<file path="config.mk">
export PLATFORM = sky130hd
export DESIGN_NAME = eth_tx_arbiter
export DESIGN_NICKNAME = d
export VERILOG_FILES = /design/src/rtl/eth_tx_arbiter.sv
export SDC_FILE = /design/constraint.sdc
export NUM_CORES = 1
export LEC_CHECK = 0
export ABC_AREA = 1
export BUFFER_PORTS_ARGS = -buffer_cell sky130_fd_sc_hd__buf_2
export CAP_MARGIN = 0
export CORE_UTILIZATION = 43
export DETAILED_ROUTE_END_ITERATION = 12
export GPL_TIMING_DRIVEN = 0
export PLACE_DENSITY_LB_ADDON = 0.05
export SYNTH_ARGS = -nofsm -noshare
export SYNTH_HDL_FRONTEND = slang
export SYNTH_SLANG_ARGS = --single-unit
export TNS_END_PERCENT = 5
</file>
<file path="constraint.sdc">
create_clock -name i_clk -period 3.43 [get_ports i_clk]
set_clock_uncertainty 0.1 [all_clocks]
set_input_delay 0.1715 -clock i_clk [delete_from_list [all_inputs] [get_ports i_clk]]
set_output_delay 0.1715 -clock i_clk [all_outputs]
set_load 0.1 [all_outputs]
</file>
<file path="src/rtl/eth_tx_arbiter.sv">
// eth_tx_arbiter: two-requester round-robin arbiter feeding one Ethernet TX
// byte stream. The byte path from the granted requester is combinational,
// so there is no added latency. Grant, round-robin pointer, stall watchdog
// and inter-frame gap are registered.
// Optional feature macro: ETH_ARB_IFG_EN. When defined, a GAP state inserts
// IFG_CYCLES idle cycles after every frame or abort. When undefined, frames
// and aborts return straight to IDLE and IFG_CYCLES has no effect.
module eth_tx_arbiter #(
    parameter int unsigned IFG_CYCLES = 12,
    parameter int unsigned TIMEOUT    = 255
) (
    input  logic       i_clk,
    input  logic       i_rst_n,
    input  logic [7:0] i_req0_data,
    input  logic       i_req0_valid,
    input  logic       i_req0_last,
    output logic       o_req0_ready,
    input  logic [7:0] i_req1_data,
    input  logic       i_req1_valid,
    input  logic       i_req1_last,
    output logic       o_req1_ready,
    output logic [7:0] o_wdata,
    output logic       o_wvalid,
    output logic       o_wlast,
    input  logic       i_wready,
    output logic [1:0] o_grant,
    output logic       o_busy,
    output logic       o_timeout
);

    localparam int unsigned WD_W = (TIMEOUT < 2) ? 1 : $clog2(TIMEOUT + 1);

`ifdef ETH_ARB_IFG_EN
    localparam int unsigned GAP_W = (IFG_CYCLES < 2) ? 1 : $clog2(IFG_CYCLES + 1);

    typedef enum logic [1:0] {
        ST_IDLE = 2'd0,
        ST_SEND = 2'd1,
        ST_GAP  = 2'd2
    } state_e;

    logic [GAP_W-1:0] gap_cnt_q;
`else
    typedef enum logic {
        ST_IDLE = 1'b0,
        ST_SEND = 1'b1
    } state_e;

    // IFG_CYCLES has no effect when the gap feature is compiled out.
    logic unused_ifg;
    assign unused_ifg = ^IFG_CYCLES;
`endif

    state_e          state_q;
    state_e          done_state;
    logic [1:0]      grant_q;
    logic            ptr_q;       // 1: requester 1 wins a tie, 0: requester 0 wins
    logic [WD_W-1:0] wd_cnt_q;
    logic [WD_W-1:0] wd_cnt_d;
    logic            timeout_q;

    logic [7:0]      sel_data;
    logic            sel_valid;
    logic            sel_last;
    logic            in_send;
    logic            xfer;
    logic            stall;
    logic            wd_expire;
    logic [1:0]      arb_grant;

    // Select the granted requester's byte, valid and last.
    always_comb begin
        // NOTE: give every always_comb output a default first; a path that leaves one unassigned infers a latch.
        sel_data  = 8'h00;
        sel_valid = 1'b0;
        sel_last  = 1'b0;
        if (grant_q[0]) begin
            sel_data  = i_req0_data;
            sel_valid = i_req0_valid;
            sel_last  = i_req0_last;
        end else if (grant_q[1]) begin
            sel_data  = i_req1_data;
            sel_valid = i_req1_valid;
            sel_last  = i_req1_last;
        end
    end

    assign in_send      = (state_q == ST_SEND);
    assign o_wdata      = in_send ? sel_data : 8'h00;
    assign o_wvalid     = in_send && sel_valid;
    assign o_wlast      = in_send && sel_last;
    assign o_req0_ready = in_send && grant_q[0] && i_wready;
    assign o_req1_ready = in_send && grant_q[1] && i_wready;
    assign xfer         = o_wvalid && i_wready;

    // Only cycles where the owner has nothing to offer count as a stall;
    // downstream back-pressure neither counts nor clears the watchdog.
    assign stall     = in_send && !sel_valid;
    assign wd_expire = stall && (wd_cnt_q == WD_W'(TIMEOUT - 1));

    // Next watchdog count: clear on a transfer, step on a stall, else hold.
    always_comb begin
        wd_cnt_d = wd_cnt_q;
        if (xfer) begin
            wd_cnt_d = '0;
        end else if (stall) begin
            wd_cnt_d = wd_cnt_q + WD_W'(1);
        end
    end

    // Arbitration decision used in IDLE: sole requester wins, tie goes to the pointer.
    always_comb begin
        arb_grant = 2'b00;
        if (i_req0_valid && i_req1_valid) begin
            arb_grant = ptr_q ? 2'b10 : 2'b01;
        end else if (i_req0_valid) begin
            arb_grant = 2'b01;
        end else if (i_req1_valid) begin
            arb_grant = 2'b10;
        end
    end

    // Where a finished or aborted frame goes next.
    always_comb begin
`ifdef ETH_ARB_IFG_EN
        done_state = ST_GAP;
        if (IFG_CYCLES == 0) begin
            done_state = ST_IDLE;
        end
`else
        done_state = ST_IDLE;
`endif
    end

    // Arbiter FSM: grant ownership, pointer, watchdog, gap and abort pulse.
    always_ff @(posedge i_clk or negedge i_rst_n) begin
        if (!i_rst_n) begin
            state_q   <= ST_IDLE;
            grant_q   <= 2'b00;
            ptr_q     <= 1'b0;
            wd_cnt_q  <= '0;
            timeout_q <= 1'b0;
`ifdef ETH_ARB_IFG_EN
            gap_cnt_q <= '0;
`endif
        end else begin
            // NOTE: sequential state uses non-blocking assignments so every register samples pre-edge values.
            timeout_q <= 1'b0;
            case (state_q)
                ST_IDLE: begin
                    if (arb_grant != 2'b00) begin
                        grant_q  <= arb_grant;
                        wd_cnt_q <= '0;
                        state_q  <= ST_SEND;
                    end
                end
                ST_SEND: begin
                    if ((xfer && sel_last) || wd_expire) begin
                        // Frame over (normally or aborted): hand priority to the other side.
                        grant_q   <= 2'b00;
                        ptr_q     <= grant_q[0];
                        wd_cnt_q  <= '0;
                        timeout_q <= wd_expire;
                        state_q   <= done_state;
                    end else begin
                        wd_cnt_q <= wd_cnt_d;
                    end
                end
`ifdef ETH_ARB_IFG_EN
                ST_GAP: begin
                    if (gap_cnt_q == GAP_W'(IFG_CYCLES - 1)) begin
                        gap_cnt_q <= '0;
                        state_q   <= ST_IDLE;
                    end else begin
                        gap_cnt_q <= gap_cnt_q + GAP_W'(1);
                    end
                end
`endif
                default: begin
                    state_q <= ST_IDLE;
                end
            endcase
        end
    end

    assign o_grant   = grant_q;
    assign o_busy    = (state_q != ST_IDLE);
    assign o_timeout = timeout_q;

endmodule
</file>
==> parameters.txt, run 1 <==
Parameter                              Value

Drt
  Number of design-rule violations left by the first detailed-router iteration ... 19
  Vias post-DR ... 1,010
  Total iterations of the first detailed-routing run ... 4
  Final antenna-violating net count ... 0
  Routed wire length per instance ... 11.19 um
  Post-Route WL ... 2.317 mm
  Vias per Instance ... 4.879
  DRC viols ... 0

Timing
  Ratio of final minimum period to clock period ... 0.5961
  Peak Freq ... 489.1 MHz
  Final hold vios ... 0
  Tightest slew margin relative to the limit ... 0.6753
  RSZ-0062 raised after global routing ... false
  Time the final worst path needs with I/O delays and setup ... 2.045 ns
  Post-route worst setup slack ... 1.385 ns
  Total of endpoints with negative setup slack in the final report ... 0
  Total Neg Setup Slack ... 0 ns
  Slew at the pin with the worst max-slew slack ... 0.4904 ns
  Final count of pins violating max slew ... 0

Synth
  Post-synthesis mux area share ... 0
  Fraction of the mapped netlist area in compound gates ... 0.1462
  Fraction of registers with async set or reset after synthesis ... 1.000
  Simple-gate share of the synthesized area ... 0.3995
  Post-synthesis instance total ... 136
  Post-synthesis xor/xnor area fraction ... 0.01705
  Synth warn ... 0
  Fraction of the yosys area taken by sequential cells ... 0.3167
  Number of distinct library cells after synthesis ... 27
  Fraction of the mapped netlist area in adder cells ... 0.02436
  Post-synthesis register bit count ... 13
  Primary FF master, synth ... sky130_fd_sc_hd__dfrtp_1
  Post-Syn Area ... 1027 um2
  Count of flip-flops with a built-in enable after synthesis ... 0
  Average cell area after synthesis ... 7.553 um2
  Syn_nets ... 161
  Main combinational cell family by area after synthesis ... simple AND/OR/NAND/NOR gates

Die
  Starting Density ... 0.4599
  Horizontal die dimension ... 50.88 um
  DIE HEIGHT ... 50.88 um
  I/O Pins ... 39
  Standard cell core area ... 2233 um2
  Row count ... 17
  Total Die Area ... 2588 um2

Power
  Share of total power consumed by net switching ... 0.6740
  Comb pwr share ... 0.762
  Peak supply drop ... 740.3 uV
  Internal portion of total power ... 0.4395 mW
  Register share of total power ... 0.168
  Total net switching power ... 0.9086 mW
  LEAKAGE ... 0.7128 nW
  Power density over the cells ... 1045 nW/um2
  Proportion of power drawn by the clock network ... 0.069

Placement
  Total half-perimeter wirelength after legalization and detailed placement ... 1.811 mm
  Last weighted congestion value of the routability-driven placer ... 0.8221
  Minimum setup slack after placement ... 1.698 ns
  Count of buffers from port buffering ... 38

Global route
  Global-route wire length before repair ... 3.781 mm
  Vias in the first global route ... 860
  Maximum number of pins on one net before global-route repair ... 14
  Number of antenna violations at the first check in global routing ... 0
  GR Overflow Total ... 0
  Total Routing Usage GR ... 0.1984

CTS
  TritonCTS sink count ... 13
  H-tree depth ... 1
  CTS tree ... done
  Clk slew on worst S/H paths ... 0.09 ns
  Number of buffers created by CTS ... 3
  Clk_lat worst skew ... 0.27 ns
  Hold-fix buffer count after cts ... 1
  Post-CTS setup buffers ... 0
  Worst-case clock buffer depth ... 2
  Number of resized instances in the post-cts repair step ... 0
  Clock root buffer master ... sky130_fd_sc_hd__clkbuf_4

Finish
  Most common library cell in the layout ignoring fill and taps ... sky130_fd_sc_hd__buf_2
  Share of post-route cells with drive strength above 1 ... 0.3743
  Area grow syn2layout ... 25.58%
  # nets final ... 205
  Number of inserted diodes ... 0
  Commonest cells after routing, fill and taps aside ... sky130_fd_sc_hd__buf_2 (41), sky130_fd_sc_hd__nand2_1 (33), sky130_fd_sc_hd__nor2_1 (15)

Status
  Run status ... complete, no violations

Critical path
  CP Data Arrival Time ... 1.77 ns
  Required arrival time at the worst endpoint ... 3.16 ns
  Kind of end point of the critical path ... output port
  Worst Path Class, Setup ... reg2out
  Element type at the critical path start ... register
  Maximum net fanout on the critical path ... 9

Run
  Max-cap check violation count ... 0

Hold path
  Class of the tightest hold or removal check ... in2reg
final cells by class:
type	instances	area (um2)
plain buffers	5	30.03
multi-input cells	101	603.1
fillers	221	943.4
well taps	28	35.03
clock buffers	3	22.52
inverters	17	68.82
clock inverters	1	5.005
flip-flops and latches	13	325.3
repair buffers	39	200.2
worst paths after layout:
kind | startpoint | to | slack, ns | depth (start not counted)
worst max-delay path | o_grant[0] | o_wdata[3] | 1.39 | 4
worst min-delay path | i_req0_valid | o_grant[0] | 0.06 | 3
worst max register to register | wd_cnt_q[0] | o_grant[1] | 1.88 | 9
worst min register to register | ptr_q | ptr_q | 0.44 | 2
max in group asynchronous | i_rst_n | wd_cnt_q[7] | 2.77 | 2
min in group asynchronous | i_rst_n | wd_cnt_q[0] | 0.21 | 2
registers in the layout, summed over array words and instances (netlist names):
register / count
ptr_q: 1
wd_cnt_q: 8
o_busy: 1
o_timeout: 1
o_grant: 2
logic make-up (layout without fill, tap and decap cells):
family	Yosys count	after routing
compound gates	19	19
xor+xnor	2	2
fa+ha+maj	2	2
buf+inv	22	65
flops	13	13
simple gates	78	78
Yosys cell counts (2+ instances only):
library cell,n,area (um2)
sky130_fd_sc_hd__inv_1,14,52.55
sky130_fd_sc_hd__nand3_1,11,55.05
sky130_fd_sc_hd__nand4_1,5,31.28
sky130_fd_sc_hd__nor2_4,2,22.52
sky130_fd_sc_hd__o21ai_1,4,20.02
sky130_fd_sc_hd__nor3_1,2,10.01
sky130_fd_sc_hd__nand2_1,33,123.9
sky130_fd_sc_hd__nand2_2,3,18.77
sky130_fd_sc_hd__a22oi_1,7,52.55
sky130_fd_sc_hd__buf_2,3,15.01
sky130_fd_sc_hd__nand2_4,3,33.78
sky130_fd_sc_hd__inv_2,2,7.510
sky130_fd_sc_hd__nor2_1,15,56.30
sky130_fd_sc_hd__dfrtp_1,13,325.3
sky130_fd_sc_hd__o21ai_2,5,43.79
sky130_fd_sc_hd__ha_1,2,25.02
sky130_fd_sc_hd__nor2_8,2,40.04
metrics by stage:
stage / std cells / utilization / hold WS [ns] / power (mW) / instance area, um2
6_report: 207 / 0.5776 / 0.06221 / 1.348 / 1290
5_1_grt: 207 / 0.5776 / 0.07503 / 1.428 / 1290
4_1_cts: 207 / 0.5776 / 0.05794 / 1.359 / 1290
3_5_place_dp: 202 / 0.5608 / -0.02006 / 1.261 / 1252
3_3_place_gp: 202 / 0.5608 / -0.02021 / 1.245 / 1252
2_1_floorplan: 136 / - / -0.2241 / 1.108 / 1027
power by group through the flow:
stage | clock (mW) | combinational (mW) | sequential [mW]
detailed placement | 0 | 1.03 | 0.230
global placement | 0 | 1.02 | 0.228
global route | 0.107 | 1.09 | 0.233
floorplan | 0 | 0.780 | 0.328
finish | 0.0936 | 1.03 | 0.227
CTS | 0.0984 | 1.03 | 0.227
critical path: stages (launching register included):
cell and delay [ns]:
sky130_fd_sc_hd__dfrtp_1 0.44, sky130_fd_sc_hd__nor2_2 0.38, sky130_fd_sc_hd__a22oi_1 0.14, sky130_fd_sc_hd__nor2_1 0.10, sky130_fd_sc_hd__buf_2 0.43
metal layers:
metal | share of wire | GRT usage
met3 | 0.039 | 0.05357
met2 | 0.50 | 0.3289
met1 | 0.46 | 0.2584
met4 | 0.0073 | 0.04167
met5 | 0 | 0
No activity file was read; power rests on OpenSTA's default activity.
==> run 2, diff against run 1 <==
--- a/config.mk
+++ b/config.mk
@@ -5,7 +5,7 @@
 export SDC_FILE = /design/constraint.sdc
 export NUM_CORES = 1
 export LEC_CHECK = 0
-export ABC_AREA = 1
+export ABC_AREA = 0
 export BUFFER_PORTS_ARGS = -buffer_cell sky130_fd_sc_hd__buf_2
 export CAP_MARGIN = 0
 export CORE_UTILIZATION = 43
==> constraint.sdc (replaced) <==
create_clock -name i_clk -period 2 [get_ports i_clk]
set_clock_uncertainty 0.1 [all_clocks]
set_input_delay 0.1 -clock i_clk [delete_from_list [all_inputs] [get_ports i_clk]]
set_output_delay 0.1 -clock i_clk [all_outputs]
set_load 0.1 [all_outputs]
==> parameters.txt, run 2 <==
Parameter                              Value

Status
  Run status ... complete, no violations

Synth
  Average cell area after synthesis ... 8.578 um2
  Post-Syn Area ... 952.2 um2
  Fraction of registers with async set or reset after synthesis ... 1.000
  Count of flip-flops with a built-in enable after synthesis ... 0
  Main combinational cell family by area after synthesis ... simple AND/OR/NAND/NOR gates
  Post-synthesis mux area share ... 0.01183
  Fraction of the mapped netlist area in compound gates ... 0.2654
  Fraction of the yosys area taken by sequential cells ... 0.3417
  Top post-synthesis cells by count ... sky130_fd_sc_hd__dfrtp_1 (13), sky130_fd_sc_hd__nand3_1 (9), sky130_fd_sc_hd__nor2b_1 (9)
  Post-synthesis instance total ... 111
  Fraction of the mapped netlist area in adder cells ... 0.02628
  Post-synthesis register bit count ... 13
  Cell with the most instances after synthesis ... sky130_fd_sc_hd__dfrtp_1
  Number of distinct library cells after synthesis ... 37
  Primary FF master, synth ... sky130_fd_sc_hd__dfrtp_1
  Post-synthesis xor/xnor area fraction ... 0
  Cell taking the most area after synthesis ... sky130_fd_sc_hd__dfrtp_1
  Syn_nets ... 136
  Cell types occupying the most area after synthesis ... sky130_fd_sc_hd__dfrtp_1 (34%), sky130_fd_sc_hd__a22oi_1 (6.3%), sky130_fd_sc_hd__nor2b_1 (5.9%)
  Simple-gate share of the synthesized area ... 0.2917
  Top-area cell type share of the netlist area ... 0.3417
  Synth warn ... 0

Timing
  Tightest slew margin relative to the limit ... 0.4894
  Final count of pins violating max slew ... 0
  Ratio of final minimum period to clock period ... 0.9845
  Total of endpoints with negative setup slack in the final report ... 0
  Final hold vios ... 0
  Slew at the pin with the worst max-slew slack ... 0.7600 ns
  RSZ-0062 raised after global routing ... true
  Post-route worst setup slack ... 0.03106 ns
  Time the final worst path needs with I/O delays and setup ... 1.969 ns
  Peak Freq ... 507.9 MHz

CTS
  TritonCTS sink count ... 13
  Clk_lat worst skew ... 0.29 ns
  CTS tree ... done
  Clk slew on worst S/H paths ... 0.09 ns
  Post-CTS setup buffers ... 0
  H-tree depth ... 1
  Number of buffers created by CTS ... 3
  Clock root buffer master ... sky130_fd_sc_hd__clkbuf_4
  Worst-case clock buffer depth ... 2

Critical path
  CP max-delay cell ... sky130_fd_sc_hd__dfrtp_4
  Slowest cell delay on critical path ... 0.48 ns
  Maximum net fanout on the critical path ... 8
  Required arrival time at the worst endpoint ... 2.06 ns
  Kind of end point of the critical path ... register
  Launching point of the worst reg2reg path ... o_grant[0]
  Element type at the critical path start ... register
  Family with the most delay on the worst path ... compound AO/OA/AOI/OAI gates
  Total buffers and inverters traversed by the critical path ... 1
  CP Data Arrival Time ... 2.03 ns
  Worst Path Class, Setup ... reg2reg
  Worst setup path startpoint ... o_grant[0]
  Crit-path cells ... buf_6, nand3b_4, a221o_1, a21boi_2, mux2_1

Power
  Power density over the cells ... 1694 nW/um2
  Peak supply drop ... 1474 uV
  LEAKAGE ... 0.7184 nW

Finish
  Share of post-route cells with drive strength above 1 ... 0.4221
  Area grow syn2layout ... 43.89%
  End-of-flow core utilization ... 0.6776
  Number of inserted diodes ... 0
  Flip-flop count of the largest register, all copies and words added ... 8
  Commonest cells after routing, fill and taps aside ... sky130_fd_sc_hd__buf_2 (29), sky130_fd_sc_hd__dfrtp_1 (10), sky130_fd_sc_hd__nand3_1 (9)
  Most flop-heavy register ... wd_cnt_q
  Most common library cell in the layout ignoring fill and taps ... sky130_fd_sc_hd__buf_2
  # nets final ... 180

Global route
  GR Overflow Total ... 0
  Vias in the first global route ... 922
  Total Routing Usage GR ... 0.2197
  Maximum number of pins on one net before global-route repair ... 14
  Number of antenna violations at the first check in global routing ... 0
  Global-route wire length before repair ... 4.105 mm

Drt
  Total iterations of the first detailed-routing run ... 4
  Routed wire length per instance ... 13.72 um
  Met3 Wirelength ... 153 um
  Met1 wire length ... 1.080 mm
  Number of design-rule violations left by the first detailed-router iteration ... 20
  DRC viols ... 0
  Final antenna-violating net count ... 0
  Vias post-DR ... 1,022
  Top metal layer carrying routed signals ... met4
  Sum of met2 wire segment lengths after detailed routing ... 1.243 mm
  Vias per Instance ... 5.646
  Post-Route WL ... 2.484 mm

Placement
  Last weighted congestion value of the routability-driven placer ... 0.8137
  Total half-perimeter wirelength after legalization and detailed placement ... 1.822 mm
  Minimum setup slack after placement ... 0.003383 ns
  Count of buffers from port buffering ... 38

Die
  DIE HEIGHT ... 49.06 um
  Standard cell core area ... 2022 um2
  Total Die Area ... 2406 um2
  Starting Density ... 0.4709
  Row count ... 16
  I/O Pins ... 39
  Horizontal die dimension ... 49.06 um

Hold path
  Class of the tightest hold or removal check ... in2reg
  Source of the worst hold timing path ... i_req0_valid

Run
  Max-cap check violation count ... 0
-- run 2: cell types whose count changed in the layout (fill, tap and decap cells not counted), sizes merged, moves of 9 or more --
cell | before | now
inv | 16 | 5
nand2 | 39 | 8
nor2 | 20 | 5
nor2b | 0 | 9
-- run 2: tightest hold or removal path, delay by kind of cell --
kind	cells	cell delay (ns)
compound gates	2	0.18
buf+inv	1	0.11
-- run 2: final cells by class --
cell class	count	area (um2)
multi-input cells	86	653.1
clock buffers	4	26.28
well taps	27	33.78
inverters	5	18.77
plain buffers	7	46.29
fillers	177	651.9
flip-flops and latches	13	331.6
repair buffers	39	260.3
-- run 2: per-stage QoR --
stage / instances / cell area, um2 / hold slack [ns] / setup TNS, ns / total power [mW]
finish: 181 / 1370 / 0.03947 / 0 / 2.321
global route: 181 / 1370 / 0.08215 / -0.06213 / 2.430
CTS: 181 / 1330 / 0.03414 / 0 / 2.248
detailed placement: 176 / 1266 / -0.09573 / 0 / 2.023
global placement: 176 / 1266 / -0.09394 / 0 / 1.993
floorplan: 111 / 1042 / -0.2956 / -0.6543 / 1.786
-- run 2: where the power goes --
group	leakage, nW	switching (mW)	total (mW)	internal (mW)
combinational	0.541	1.21	1.70	0.490
clock	0.0150	0.0952	0.173	0.0775
sequential	0.163	0.0942	0.444	0.350
total	0.718	1.40	2.32	0.917
-- run 2: cells by family after synthesis --
family          after synthesis
simple gates                 48
compound gates               35
flops                        13
buf+inv                      12
fa+ha+maj                     2
mux                           1
-- run 2: worst paths after layout --
check                                    to  slack (ns)  depth (start not counted)
worst max-delay path                  ptr_q        0.03                          5
worst min-delay path             o_grant[0]        0.04                          3
worst max register to register        ptr_q        0.03                          5
worst min register to register  wd_cnt_q[7]        0.41                          1
max in group asynchronous            o_busy        1.41                          2
min in group asynchronous       wd_cnt_q[6]        0.11                          2
-- run 2: metal layers --
metal / GRT usage / vias to the layer above
li1: - / 500
met1: 0.2631 / 487
met2: 0.3935 / 33
met3: 0.06542 / 2
met4: 0.02941 / 0
met5: 0 / -
-- run 2: what timing repair did --
action,CTS,global route
endpoints found under the setup margin,9,10
hold buffers,1,0
endpoints found under the hold margin,13,0
pin swaps,0,1
resized for setup,13,11
==> run 3, diff against run 2 <==
==> constraint.sdc (replaced) <==
create_clock -name i_clk -period 2.4 [get_ports i_clk]
set_clock_uncertainty 0.1 [all_clocks]
set_input_delay 0.12 -clock i_clk [delete_from_list [all_inputs] [get_ports i_clk]]
set_output_delay 0.12 -clock i_clk [all_outputs]
set_load 0.1 [all_outputs]
==> parameters.txt, run 3 (same netlist as run 2, synthesis figures left out) <==
Parameter                              Value

Global route
  Global-route wire length before repair ... 3.974 mm
  Total Routing Usage GR ... 0.2106
  Maximum number of pins on one net before global-route repair ... 14
  GR Overflow Total ... 0
  Vias in the first global route ... 907
  Number of antenna violations at the first check in global routing ... 0

Placement
  Count of buffers from port buffering ... 38
  Last weighted congestion value of the routability-driven placer ... 0.8210
  Total half-perimeter wirelength after legalization and detailed placement ... 1.842 mm
  Placed Cells incl. Taps ... 176
  Minimum setup slack after placement ... 0.5302 ns
  Placed cell areas ... 1200 um2

Power
  Share of total power consumed by net switching ... 0.6383
  Comb pwr share ... 0.715
  Power density over the cells ... 1407 nW/um2
  LEAKAGE ... 0.6210 nW
  Total power consumption of the routed design ... 1.739 mW
  Proportion of power drawn by the clock network ... 0.077
  Peak supply drop ... 1171 uV
  Internal portion of total power ... 0.6291 mW
  Register share of total power ... 0.208
  Total net switching power ... 1.110 mW

Finish
  Share of post-route cells with drive strength above 1 ... 0.3571
  Flip-flop count of the largest register, all copies and words added ... 8
  Final cell count without fillers ... 181
  Area grow syn2layout ... 29.83%
  Number of inserted diodes ... 0
  Final cell area excluding filler cells ... 1236 um2
  Most flop-heavy register ... wd_cnt_q
  Commonest cells after routing, fill and taps aside ... sky130_fd_sc_hd__buf_2 (38), sky130_fd_sc_hd__dfrtp_1 (13), sky130_fd_sc_hd__nand3_1 (9)
  End-of-flow core utilization ... 0.6114
  Most common library cell in the layout ignoring fill and taps ... sky130_fd_sc_hd__buf_2
  # nets final ... 180

Critical path
  Total buffers and inverters traversed by the critical path ... 3
  Kind of end point of the critical path ... output port
  Crit-path cells ... clkbuf_1, clkbuf_1, nor2b_2, buf_2
  Slowest cell delay on critical path ... 0.43 ns
  Element type at the critical path start ... register
  CP max-delay cell ... sky130_fd_sc_hd__buf_2
  CP Data Arrival Time ... 1.93 ns
  Family with the most delay on the worst path ... buffers and inverters
  Dominant cell type by count on the critical path ... sky130_fd_sc_hd__clkbuf_1
  Maximum net fanout on the critical path ... 10
  Required arrival time at the worst endpoint ... 2.18 ns
  Worst Path Class, Setup ... reg2out

Die
  I/O Pins ... 39
  Horizontal die dimension ... 49.06 um
  DIE HEIGHT ... 49.06 um
  Starting Density ... 0.4709
  Row count ... 16
  Total Die Area ... 2406 um2
  Standard cell core area ... 2022 um2

Drt
  Routed wire length per instance ... 13.11 um
  Vias post-DR ... 1,011
  Total iterations of the first detailed-routing run ... 5
  DRC viols ... 0
  Post-Route WL ... 2.373 mm
  Vias per Instance ... 5.586
  Number of design-rule violations left by the first detailed-router iteration ... 46
  Final antenna-violating net count ... 0

Timing
  Total of endpoints with negative setup slack in the final report ... 0
  Tightest slew margin relative to the limit ... 0.5200
  RSZ-0062 raised after global routing ... false
  Post-route worst setup slack ... 0.2462 ns
  Total Neg Setup Slack ... 0 ns
  Time the final worst path needs with I/O delays and setup ... 2.154 ns
  Peak Freq ... 464.3 MHz
  Final hold vios ... 0
  Ratio of final minimum period to clock period ... 0.8974
  Minimum hold slack ... 0.08413 ns
  Final count of pins violating max slew ... 0
  Slew at the pin with the worst max-slew slack ... 0.7145 ns

CTS
  Hold-fix buffer count after cts ... 1
  Clk slew on worst S/H paths ... 0.08 ns
  Post-CTS setup buffers ... 0
  Clock root buffer master ... sky130_fd_sc_hd__clkbuf_4
  CTS tree ... done
  Number of resized instances in the post-cts repair step ... 0
  Number of buffers created by CTS ... 3
  TritonCTS sink count ... 13
  Clk_lat worst skew ... 0.28 ns
  H-tree depth ... 1
  Worst-case clock buffer depth ... 2

Hold path
  Class of the tightest hold or removal check ... in2reg

Run
  Max-cap check violation count ... 0

Status
  Run status ... complete, no violations
## run 3: layer usage
| metal | wire [um] | track usage | up-vias | part of all wire |
|---|---|---|---|---|
| met1 | 1052 | 0.2713 | 465 | 0.44 |
| met2 | 1166 | 0.3519 | 42 | 0.49 |
| met4 | 0 | 0.02941 | 0 | 0 |
| met3 | 153 | 0.06542 | 0 | 0.064 |
| li1 | - | - | 504 | - |
| met5 | 0 | 0 | - | 0 |
## run 3: power groups by stage
stage                     sequential [mW]  combinational, mW  clock, mW
final                               0.363               1.24      0.134
after global routing                0.376               1.31      0.150
after detailed placement            0.365               1.24          0
after global placement              0.362               1.22          0
after CTS                           0.361               1.25      0.138
after floorplan                     0.472              0.938          0
## run 3: worst min-delay path, stage by stage
cell and delay, ns:
sky130_fd_sc_hd__buf_2 0.11, sky130_fd_sc_hd__a221oi_1 0.07, sky130_fd_sc_hd__a21oi_1 0.12
## run 3: area by class of cell
class | count | area (um2)
Inverter | 5 | 18.77
Fill cell | 196 | 785.8
Buffer | 7 | 41.29
Sequential cell | 13 | 325.3
Clock buffer | 4 | 26.28
Multi-Input combinational cell | 86 | 590.6
Timing Repair Buffer | 39 | 200.2
Tap cell | 27 | 33.78
## run 3: path summary, 6_finish.rpt
kind / from / to / slack (ns) / depth (start not counted)
worst min register to register: ptr_q / ptr_q / 0.39 / 1
min in group asynchronous: i_rst_n / wd_cnt_q[5] / 0.15 / 2
worst max register to register: o_grant[0] / ptr_q / 0.53 / 5
worst min-delay path: i_req0_valid / o_grant[0] / 0.08 / 3
worst max-delay path: o_busy / o_wdata[4] / 0.25 / 4
max in group asynchronous: i_rst_n / ptr_q / 1.81 / 2
